[src/rtl/fifo_lane.sv]
// Single-lane circular FIFO with registered read port, occupancy and
// threshold flags, and a sticky overflow indicator.
module fifo_lane #(
  parameter int DATA_WIDTH = 8,
  parameter int DEPTH      = 4,
  parameter int PTR_WIDTH  = 2
) (
  input  logic                  clk,
  input  logic                  reset,
  input  logic [DATA_WIDTH-1:0] dataIn,
  input  logic                  validIn,
  input  logic                  pop,
  input  logic [PTR_WIDTH:0]    afThresh,
  input  logic [PTR_WIDTH:0]    aeThresh,
  output logic [DATA_WIDTH-1:0] dataOut,
  output logic                  validOut,
  output logic                  full,
  output logic                  empty,
  output logic                  almostFull,
  output logic                  almostEmpty,
  output logic [PTR_WIDTH:0]    count,
  output logic                  error
);

  localparam logic [PTR_WIDTH:0] FULL_CNT = (PTR_WIDTH+1)'(DEPTH);

  logic [DATA_WIDTH-1:0] mem_q [DEPTH];

  logic [PTR_WIDTH-1:0]  wr_ptr_q, wr_ptr_d;
  logic [PTR_WIDTH-1:0]  rd_ptr_q, rd_ptr_d;
  logic [PTR_WIDTH:0]    count_q, count_d;
  logic [DATA_WIDTH-1:0] data_q, data_d;
  logic                  valid_q;
  logic                  full_q, empty_q;
  logic                  af_q, ae_q;
  logic                  err_q, err_d;
  logic                  push_acc, pop_acc;

  always_comb begin
    pop_acc  = pop && (count_q != '0);
    // A full FIFO still accepts a push when a pop frees a slot this cycle
    push_acc = validIn && ((count_q != FULL_CNT) || pop_acc);
    wr_ptr_d = wr_ptr_q;
    rd_ptr_d = rd_ptr_q;
    count_d  = count_q;
    data_d   = data_q;
    err_d    = err_q || (validIn && !push_acc);
    if (push_acc) wr_ptr_d = wr_ptr_q + 1'b1;
    if (pop_acc) begin
      rd_ptr_d = rd_ptr_q + 1'b1;
      data_d   = mem_q[rd_ptr_q];
    end
    unique case ({push_acc, pop_acc})
      2'b10:   count_d = count_q + 1'b1;
      2'b01:   count_d = count_q - 1'b1;
      default: count_d = count_q;
    endcase
  end

  always_ff @(posedge clk) begin
    if (reset) begin
      wr_ptr_q <= '0;
      rd_ptr_q <= '0;
      count_q  <= '0;
      data_q   <= '0;
      valid_q  <= 1'b0;
      full_q   <= 1'b0;
      empty_q  <= 1'b1;
      af_q     <= (afThresh == '0);
      ae_q     <= 1'b1;
      err_q    <= 1'b0;
    end else begin
      wr_ptr_q <= wr_ptr_d;
      rd_ptr_q <= rd_ptr_d;
      count_q  <= count_d;
      data_q   <= data_d;
      valid_q  <= pop_acc;
      full_q   <= (count_d == FULL_CNT);
      empty_q  <= (count_d == '0);
      af_q     <= (count_d >= afThresh);
      ae_q     <= (count_d <= aeThresh);
      err_q    <= err_d;
    end
  end

  // Storage is not cleared; reads only reach entries written since reset
  always_ff @(posedge clk) begin
    if (push_acc && !reset) mem_q[wr_ptr_q] <= dataIn;
  end

  assign dataOut     = data_q;
  assign validOut    = valid_q;
  assign full        = full_q;
  assign empty       = empty_q;
  assign almostFull  = af_q;
  assign almostEmpty = ae_q;
  assign count       = count_q;
  assign error       = err_q;

endmodule

[config.mk]
export PLATFORM = sky130hd
export DESIGN_NAME = fifo_lane
export DESIGN_NICKNAME = d
export VERILOG_FILES = /design/src/rtl/fifo_lane.sv
export SDC_FILE = /design/constraint.sdc
export NUM_CORES = 1
export LEC_CHECK = 0
export CAP_MARGIN = 10
export CORE_ASPECT_RATIO = 1.5
export CORE_MARGIN = 2
export CORE_UTILIZATION = 53
export DETAILED_ROUTE_END_ITERATION = 16
export PLACE_DENSITY = 0.81
export SLEW_MARGIN = 25
export SYNTH_ARGS = -nofsm -noshare
export SYNTH_HDL_FRONTEND = slang
export SYNTH_SLANG_ARGS = --single-unit
export TNS_END_PERCENT = 100
[constraint.sdc]
create_clock -name clk -period 3.27 [get_ports clk]
set_input_delay 0.4905 -clock clk [delete_from_list [all_inputs] [get_ports clk]]
set_output_delay 0.4905 -clock clk [all_outputs]
set_load 0.05 [all_outputs]
==> run_results.csv <==
group,metric,value,unit
status,status,"finished, final reports clean",
sta,period_share,85.79,%
run,cap_violations,0,
yosys,syn-num-nets,204,
cells_and_area,fillCellCount,312,
floorplanning,fp.dieH,84.79,um
sta,layout_setup_ws,0.4647,ns
place,numPortBuffers,34,
sta,setup_viol,0,
critical_path,slowest_delay,0.51,ns
sta,rsz0062_at_grt,"no",
routing,drtIter0Drc,62,
critical_path,cp-end-kind,"flip-flop",
yosys,synth_area_per_cell,13.18,um2
floorplanning,die_area,4905,um2
sta,fin_skew,0.01361,ns
clock_network,clk_pin_slew,0.10,ns
critical_path,start_kind,"flip-flop",
cells_and_area,final_common_cell,"clkdlybuf4s50_1",
critical_path,r2r-end,"almostFull",
hold_path,hold_path_class,"flip-flop to flip-flop",
clock_network,postCtsSetupRepairBufs,0,
grt,overflow,0,
cells_and_area,final_cell_mix,"clkdlybuf4s50_1, edfxtp_1, dfxtp_1",
clock_network,clk-insertion-delay-late,0.30,ns
cells_and_area,num_antenna_cells,0,
clock_network,cts_repair_resize_count,0,
yosys,synth_flop_cell,"edfxtp_1",
grt,grt_max_degree,24,
clock_network,cts.sinks,53,
yosys,synthArstFlopShare,0,%
cells_and_area,drive_above_1_share,12.80,%
pwr,total_power,0.001476,W
floorplanning,rows,29,
hold_path,whs_endpoint,"dataOut[6]",
pwr,power.density,539.3,nW/um2
clock_network,cts_hold_buf,0,
floorplanning,die_x,57.86,um
grt,first_global_vias,1591,
place,gp_congestion,0.8372,
yosys,ys_seq_elements,53,
clock_network,htree_num_levels,2,
routing,dr.pass1.iters,4,
critical_path,cpMaxStageDelayCell,"fa_1",
critical_path,crit_path_max_fanout,11,
critical_path,worstPathRequired,3.46,ns
floorplanning,start_util,54.79,%
sta,slew_headroom,57.99,%
pwr,leakage,0.9859,nW
cells_and_area,postLayoutCellArea,2736,um2
yosys,netlist_instances,175,
routing,wl_per_cell,16.55,um
grt,grt.total_usage,19.39,%
pwr,irDropWorstVdd,0.0006527,V
yosys,seq_area_frac_synth,59.90,%
hold_path,hold_depth,2,
critical_path,worst_r2r_path_depth,11,
sta,final.setup.tns,0,ns
routing,drc,0,
clock_network,clockRootBuffer,"clkbuf_8",
grt,antenna_found_initial,0,
critical_path,r2r_start,"count[0]",
sta,max_freq,356.5,MHz
yosys,synth.yosys.warnings,0,
sta,finalHoldViolations,0,
critical_path,r2r_slack,0.46,ns
yosys,synth_cell_types,41,
critical_path,worstPathArrival,3.00,ns
routing,viasPerCell,5.743,
critical_path,path_class,"flip-flop to flip-flop",
routing,vias,1476,
place,pre_cts_ws,0.1815,ns
routing,wirelength,4253,um
sta,tightest_slew,0.6293,ns
place,hpwl,3124,um
grt,grt_pass1_wl,7162,um
critical_path,path_cells,"o31ai_2, nor2_1, fa_1, o21ai_0, a31oi_1, o21ai_0, a21oi_1, ha_1, a21o_1, a211oi_1, a21oi_1",
floorplanning,core,4209,um2
yosys,synth.cell_area,2306,um2
cells_and_area,final_nets,239,
clock_network,cts_tree,"yes",
cells_and_area,area.growth.synth_to_final,18.67,%
place,place_area,2646,um2
hold_path,hold_start,"dataOut[6]",
sta,finalMaxSlewViolations,0,
floorplanning,top_level_ports,35,
clock_network,clock_path_buffers,2,
yosys,synth_edf_count,32,
sta,layout_min_cycle_time,2.805,ns
routing,antenna_left,0,
clock_network,cts-buffers-inserted,5,
cells_and_area,fin_util,65.01,%
how the worst max path moves through the flow:
| stage | slack [ns] | end | cells after the start | from |
|---|---|---|---|---|
| 2_1_floorplan | 0.16 | almostFull | 11 | count[0] |
| 3_3_place_gp | 0.32 | almostFull | 12 | pop |
| 3_5_place_dp | 0.18 | almostFull | 12 | pop |
| 4_1_cts | 0.45 | almostFull | 11 | count[0] |
| 5_1_grt | 0.23 | almostEmpty | 11 | count[0] |
| 6_report | 0.46 | almostFull | 11 | count[0] |
registers in the layout, indices dropped and copies added (netlist names):
name         count
almostEmpty      1
almostFull       1
count            3
dataOut          8
empty            1
error            1
full             1
mem_q           32
rd_ptr_q         2
validOut         1
wr_ptr_q         2
per-stage QoR:
| step | hold WS (ns) | std cells |
|---|---|---|
| 2_1_floorplan | 0.5175 | 175 |
| 3_3_place_gp | 0.4453 | 249 |
| 3_5_place_dp | 0.4545 | 249 |
| 4_1_cts | 0.4682 | 257 |
| 5_1_grt | 0.4956 | 257 |
| 6_report | 0.4675 | 257 |
cells by family after synthesis:
logic type	after synthesis	synth area share, %
AOI/OAI and AO/OA	33	9.821
buffers and inverters	20	5.426
xor gates and xnor gates	5	1.899
adders and majority gates	11	6.294
DFF	53	59.90
muxes	9	8.247
and+or+nand+nor	44	8.411
cell usage after synthesis (2+ instances only):
cell	n	area (um2)
nor2_1	13	48.80
a21oi_1	11	55.05
a21o_1	2	15.01
xnor2_1	3	26.28
mux4_2	8	180.2
a211oi_1	2	15.01
clkbuf_1	3	11.26
nand2_1	19	71.32
buf_2	2	10.01
a31oi_1	2	12.51
clkbuf_8	4	55.05
edfxtp_1	32	960.9
dfxtp_1	21	420.4
ha_1	10	125.1
nand3_1	2	10.01
inv_1	9	33.78
o21ai_0	4	20.02
and2_1	4	25.02
xor2_1	2	17.52
critical path, delay by kind of cell (launching register included):
kind                       cells  cell delay, ns
AOI/OAI and AO/OA              8            1.38
and+or+nand+nor                1            0.09
adders and majority gates      2            0.79
DFF                            1            0.45
metal layers:
metal / global-route usage [%] / share of wire (%) / routed length (um)
met1: 20.65 / 40 / 1692
met5: 0 / 0 / 0
met4: 5.920 / 1.2 / 53
met3: 4.468 / 3.4 / 144
met2: 36.57 / 56 / 2363
report_power, final:
part	internal, W	leakage [nW]	switching, W	total (W)
clock	0.000152	0.0445	0.000211	0.000363
sequential	0.000747	0.462	0.0000386	0.000785
combinational	0.000142	0.479	0.000185	0.000327
layout make-up:
cell class,count,area [um2],share of cell area (%)
sequential,53,1381,50.48
multi-input combinational,102,799.5,29.22
timing repair buffer,38,370.4,13.53
clock buffer,5,68.82,2.515
tap,46,57.56,2.103
inverter,10,37.54,1.372
clock inverter,3,21.27,0.7773
Note: power is estimated with default switching activity, not from simulation.
==> patch 1: new RTL, same flow settings <==
The parameter `PTR_WIDTH` goes from 2 to 4.
--- a/src/rtl/fifo_lane.sv
+++ b/src/rtl/fifo_lane.sv
@@ -4,5 +4,5 @@
   parameter int DATA_WIDTH = 8,
   parameter int DEPTH      = 4,
-  parameter int PTR_WIDTH  = 2
+  parameter int PTR_WIDTH  = 4
 ) (
   input  logic                  clk,
Interface: changed (resized aeThresh, afThresh and count); port bits go from 35 to 41. The function was not compared with the original's and may differ.
==> patch 1 against the unedited design <==
Worst setup slack worse by 310 ps. Sequential cell count up 2. Cell area up 16%. Critical endpoint is now almostEmpty. Wire length up 14%. Critical path type unchanged. First-iteration DRC count up 34%. Sequential share of layout area down 5.4 points. Synthesized cell count up 19%. Largest cell class unchanged. Synthesized area up 10%.
Power is not compared: it rests on default switching activity, and its combinational part moved more than twofold at a synthesized area within 25%.
==> patch 1: results (changes against the unedited design) <==
* Status: finished, final reports clean (unchanged)
* Worst clock skew at 15.2 ps (was 13.6 ps)
* Largest stage delay on the critical path at 540 ps (was 510 ps)
* Netlist cell types at 35 (was 41)
* Buffer share of cell area at 0.152 (was 0.135)
* Seq/total area at 0.450 (was 0.505)
* Slew margin rel. at 0.510 (was 0.580)
* Crit path max fanout at 4 (was 11)
* Fraction of area in multi-input gates at 0.326 (was 0.292)
* Dpl ws at -43.8 ps (was 181 ps)
* Worst-skew pair later-pin latency at 320 ps (was 300 ps)
* CP arrival at 3320 ps (was 3000 ps)
* Number of multi-input logic gates at 132 (was 102)
* Port Buffer Count at 40 (was 34)
* Largest net degree at the start of global routing at 26 (was 24)
* Register-to-Register Setup Slack at 160 ps (was 460 ps)
* DR iter-0 viols at 83 (was 62)
* Via count of the first global-routing pass at 1,679 (was 1,591)
* FMAX at 321 MHz (was 356 MHz)
* Top cells by area, synth: edfxtp_1, dfxtp_1, ha_1 (was edfxtp_1, dfxtp_1, mux4_2)
* Final clock-cell share at 0.0307 (was 0.0329)
* Layout cells sized above 1 at 0.151 (was 0.128)
* Nets at 298 (was 239)
* Slowest CP cell: or4_4 (was fa_1)
* First-pass GRT wire length at 7820 um (was 7160 um)
* Via density at 5.25 (was 5.74)
* Inverters at 13 (was 10)
* Post-DP HPWL at 3540 um (was 3120 um)
* Final-layout fill cell count at 361 (was 312)
* Mapped Nets at 249 (was 204)
## patch 1: cells by family (layout without fill, tap and decap cells)
kind of cell	count (synthesis)	after routing	share of synthesized area
buffers and inverters	22	72	0.0355
AND/OR/NAND/NOR	59	59	0.115
adder cells (fa/ha/maj)	18	18	0.0916
flip-flops	55	55	0.559
AO/OA/AOI/OAI	36	36	0.0876
XOR/XNOR	7	7	0.0241
multiplexers	12	12	0.0867
## patch 1: metrics by stage
step | instance area, um2 | total power [mW] | std cells
2_1_floorplan | 2550 | 1.89 | 209
3_3_place_gp | 3070 | 2.30 | 315
3_5_place_dp | 3070 | 2.32 | 315
4_1_cts | 3170 | 2.72 | 323
5_1_grt | 3180 | 2.90 | 323
6_report | 3180 | 2.72 | 323
## patch 1: path summary, 6_finish.rpt
path,startpoint,endpoint,cells past startpoint
worst max-delay path,count[1],almostEmpty,12
worst min-delay path,dataOut[4],dataOut[4],2
worst min register to register,dataOut[4],dataOut[4],2
worst max register to register,count[1],almostEmpty,12
## patch 1: layer usage
layer  global-route usage  routed length [um]  part of all wire  up-vias
met4                0.105                 178             0.037        0
met1                0.233                1890              0.39      796
li1                     -                   -                 -      838
met5                    0                   0                 0        -
met2                0.348                2540              0.53       50
met3               0.0497                 220             0.046       12
## patch 1: power by group through the flow
stage               Combinational (mW)  Clock [mW]  Sequential, mW
floorplan                        0.704           0            1.19
global placement                  1.35           0           0.947
detailed placement                1.38           0           0.949
CTS                               1.38       0.408           0.933
global route                      1.51       0.442           0.947
finish                            1.39       0.397           0.930
==> patch 2: new RTL, config.mk and constraints unchanged <==
Without the edit above. Put one more register stage on the output `count`, without a reset. The value now appears one clock later. The other outputs are not delayed to match.
--- a/src/rtl/fifo_lane.sv
+++ b/src/rtl/fifo_lane.sv
@@ -95,5 +95,7 @@
   assign almostFull  = af_q;
   assign almostEmpty = ae_q;
-  assign count       = count_q;
+  always_ff @(posedge clk) begin
+    count <= count_q;
+  end
   assign error       = err_q;
 
Formal check against the unedited RTL: not equivalent (a bounded check fails within 4 cycles, from zero or initial values and one cycle with reset high).
==> patch 2 against the unedited design <==
Critical path depth decreased by 1. Synthesized area rose by 2.6%. Critical path type unchanged. Wire length rose by 0.82%. Synthesized cell count increased by 1.7%. Core utilization up 1.4 points. Non-clock buffer count unchanged. Cell area up 3.1%. Power rose by 8.9%. Count of clock-buffer cells in the layout unchanged. Critical endpoint unchanged. Worst setup slack better by 11 ps. Clock skew fell by 5.4 ps. Via count barely moved. Sequential cell count rose by 3.
==> patch 2: results (changes against the unedited design) <==
* Post-DP HPWL at 3220 um (was 3120 um)
* Most common library cells after synthesis: edfxtp_1, dfxtp_1, nand2_1 (unchanged)
* Total track usage at 0.190 (was 0.194)
* CTS Hold Bufs at 0 (unchanged)
* Maximum VDD drop at 488 uV (was 653 uV)
* Slew margin rel. at 0.574 (was 0.580)
* RD Place Congestion at 0.828 (was 0.837)
* DR iter-0 viols at 69 (was 62)
* Via count at 1,477 (was 1,476)
* Avg Cell Area, Syn at 13.3 um2 (was 13.2 um2)
* Leak at 1.02 nW (was 0.986 nW)
* Layout cells sized above 1 at 0.126 (was 0.128)
* Warnings, synthesis at 0 (unchanged)
* First-pass GRT wire length at 7050 um (was 7160 um)
* Placed cell area at 0.00271 mm2 (was 0.00265 mm2)
* CTS Buffer Depth at 2 (unchanged)
* Mapped Nets at 207 (was 204)
* Crit path max fanout at 9 (was 11)
* Via density at 5.68 (was 5.74)
* Register area share after synthesis at 0.609 (was 0.599)
* Post-CTS Setup Repair Bufs at 0 (unchanged)
* Worst clock skew at 8.20 ps (was 13.6 ps)
* Inst Count DP at 252 (was 249)
* Antenna violations before repair at 0 (unchanged)
* Final-layout fill cell count at 317 (was 312)
* CP arrival at 2990 ps (was 3000 ps)
* Nets at 242 (was 239)
* Top cells by area, synth: edfxtp_1, dfxtp_1, mux4_2 (unchanged)
* Status: finished, final reports clean (unchanged)
* Final WL at 4290 um (was 4250 um)
==> patch 2: final timing paths <==
path / start / to / depth (start not counted)
max: count_q[1] / almostFull / 10
min: dataOut[6] / dataOut[6] / 2
max reg2reg: count_q[1] / almostFull / 10
min reg2reg: dataOut[6] / dataOut[6] / 2
==> patch 2: critical path, stage by stage (launching register included) <==
cell	delay, ps
dfxtp_1	420
o31ai_2	310
nor2_1	80
fa_1	430
or3b_1	400
a32oi_1	170
o311a_2	230
inv_2	60
ha_1	280
a211oi_1	230
a21oi_1	70
==> patch 2: per-layer routing <==
layer / part of all wire / GRT usage / wire, um
met2: 0.57 / 0.355 / 2440
met1: 0.38 / 0.203 / 1620
met4: 0.014 / 0.0634 / 61
met3: 0.040 / 0.0407 / 170
met5: 0 / 0 / 0
==> patch 2: layout make-up <==
type,count,area share
Sequential cell,56,0.511
Multi-Input combinational cell,102,0.283
Timing Repair Buffer,38,0.131
Clock buffer,5,0.0244
Tap cell,46,0.0204
Clock inverter,3,0.0164
Inverter,10,0.0133
==> patch 2: cell families after synthesis <==
logic type / after synthesis / synth area share
mux: 9 / 0.0804
compound gates: 33 / 0.0957
simple gates: 44 / 0.0820
xor+xnor: 5 / 0.0185
fa+ha+maj: 11 / 0.0613
buf+inv: 20 / 0.0529
flops: 56 / 0.609
==> patch 2: per-stage QoR <==
stage          hold slack (ps)  worst slack (ps)
2_1_floorplan              355               422
3_3_place_gp               446               312
4_1_cts                    465               470
3_5_place_dp               451               185
6_report                   464               476
5_1_grt                    499               249
==> patch 2: power breakdown <==
part / switching (mW) / internal (mW)
logic: 0.186 / 0.142
registers: 0.0389 / 0.787
clock network: 0.223 / 0.231
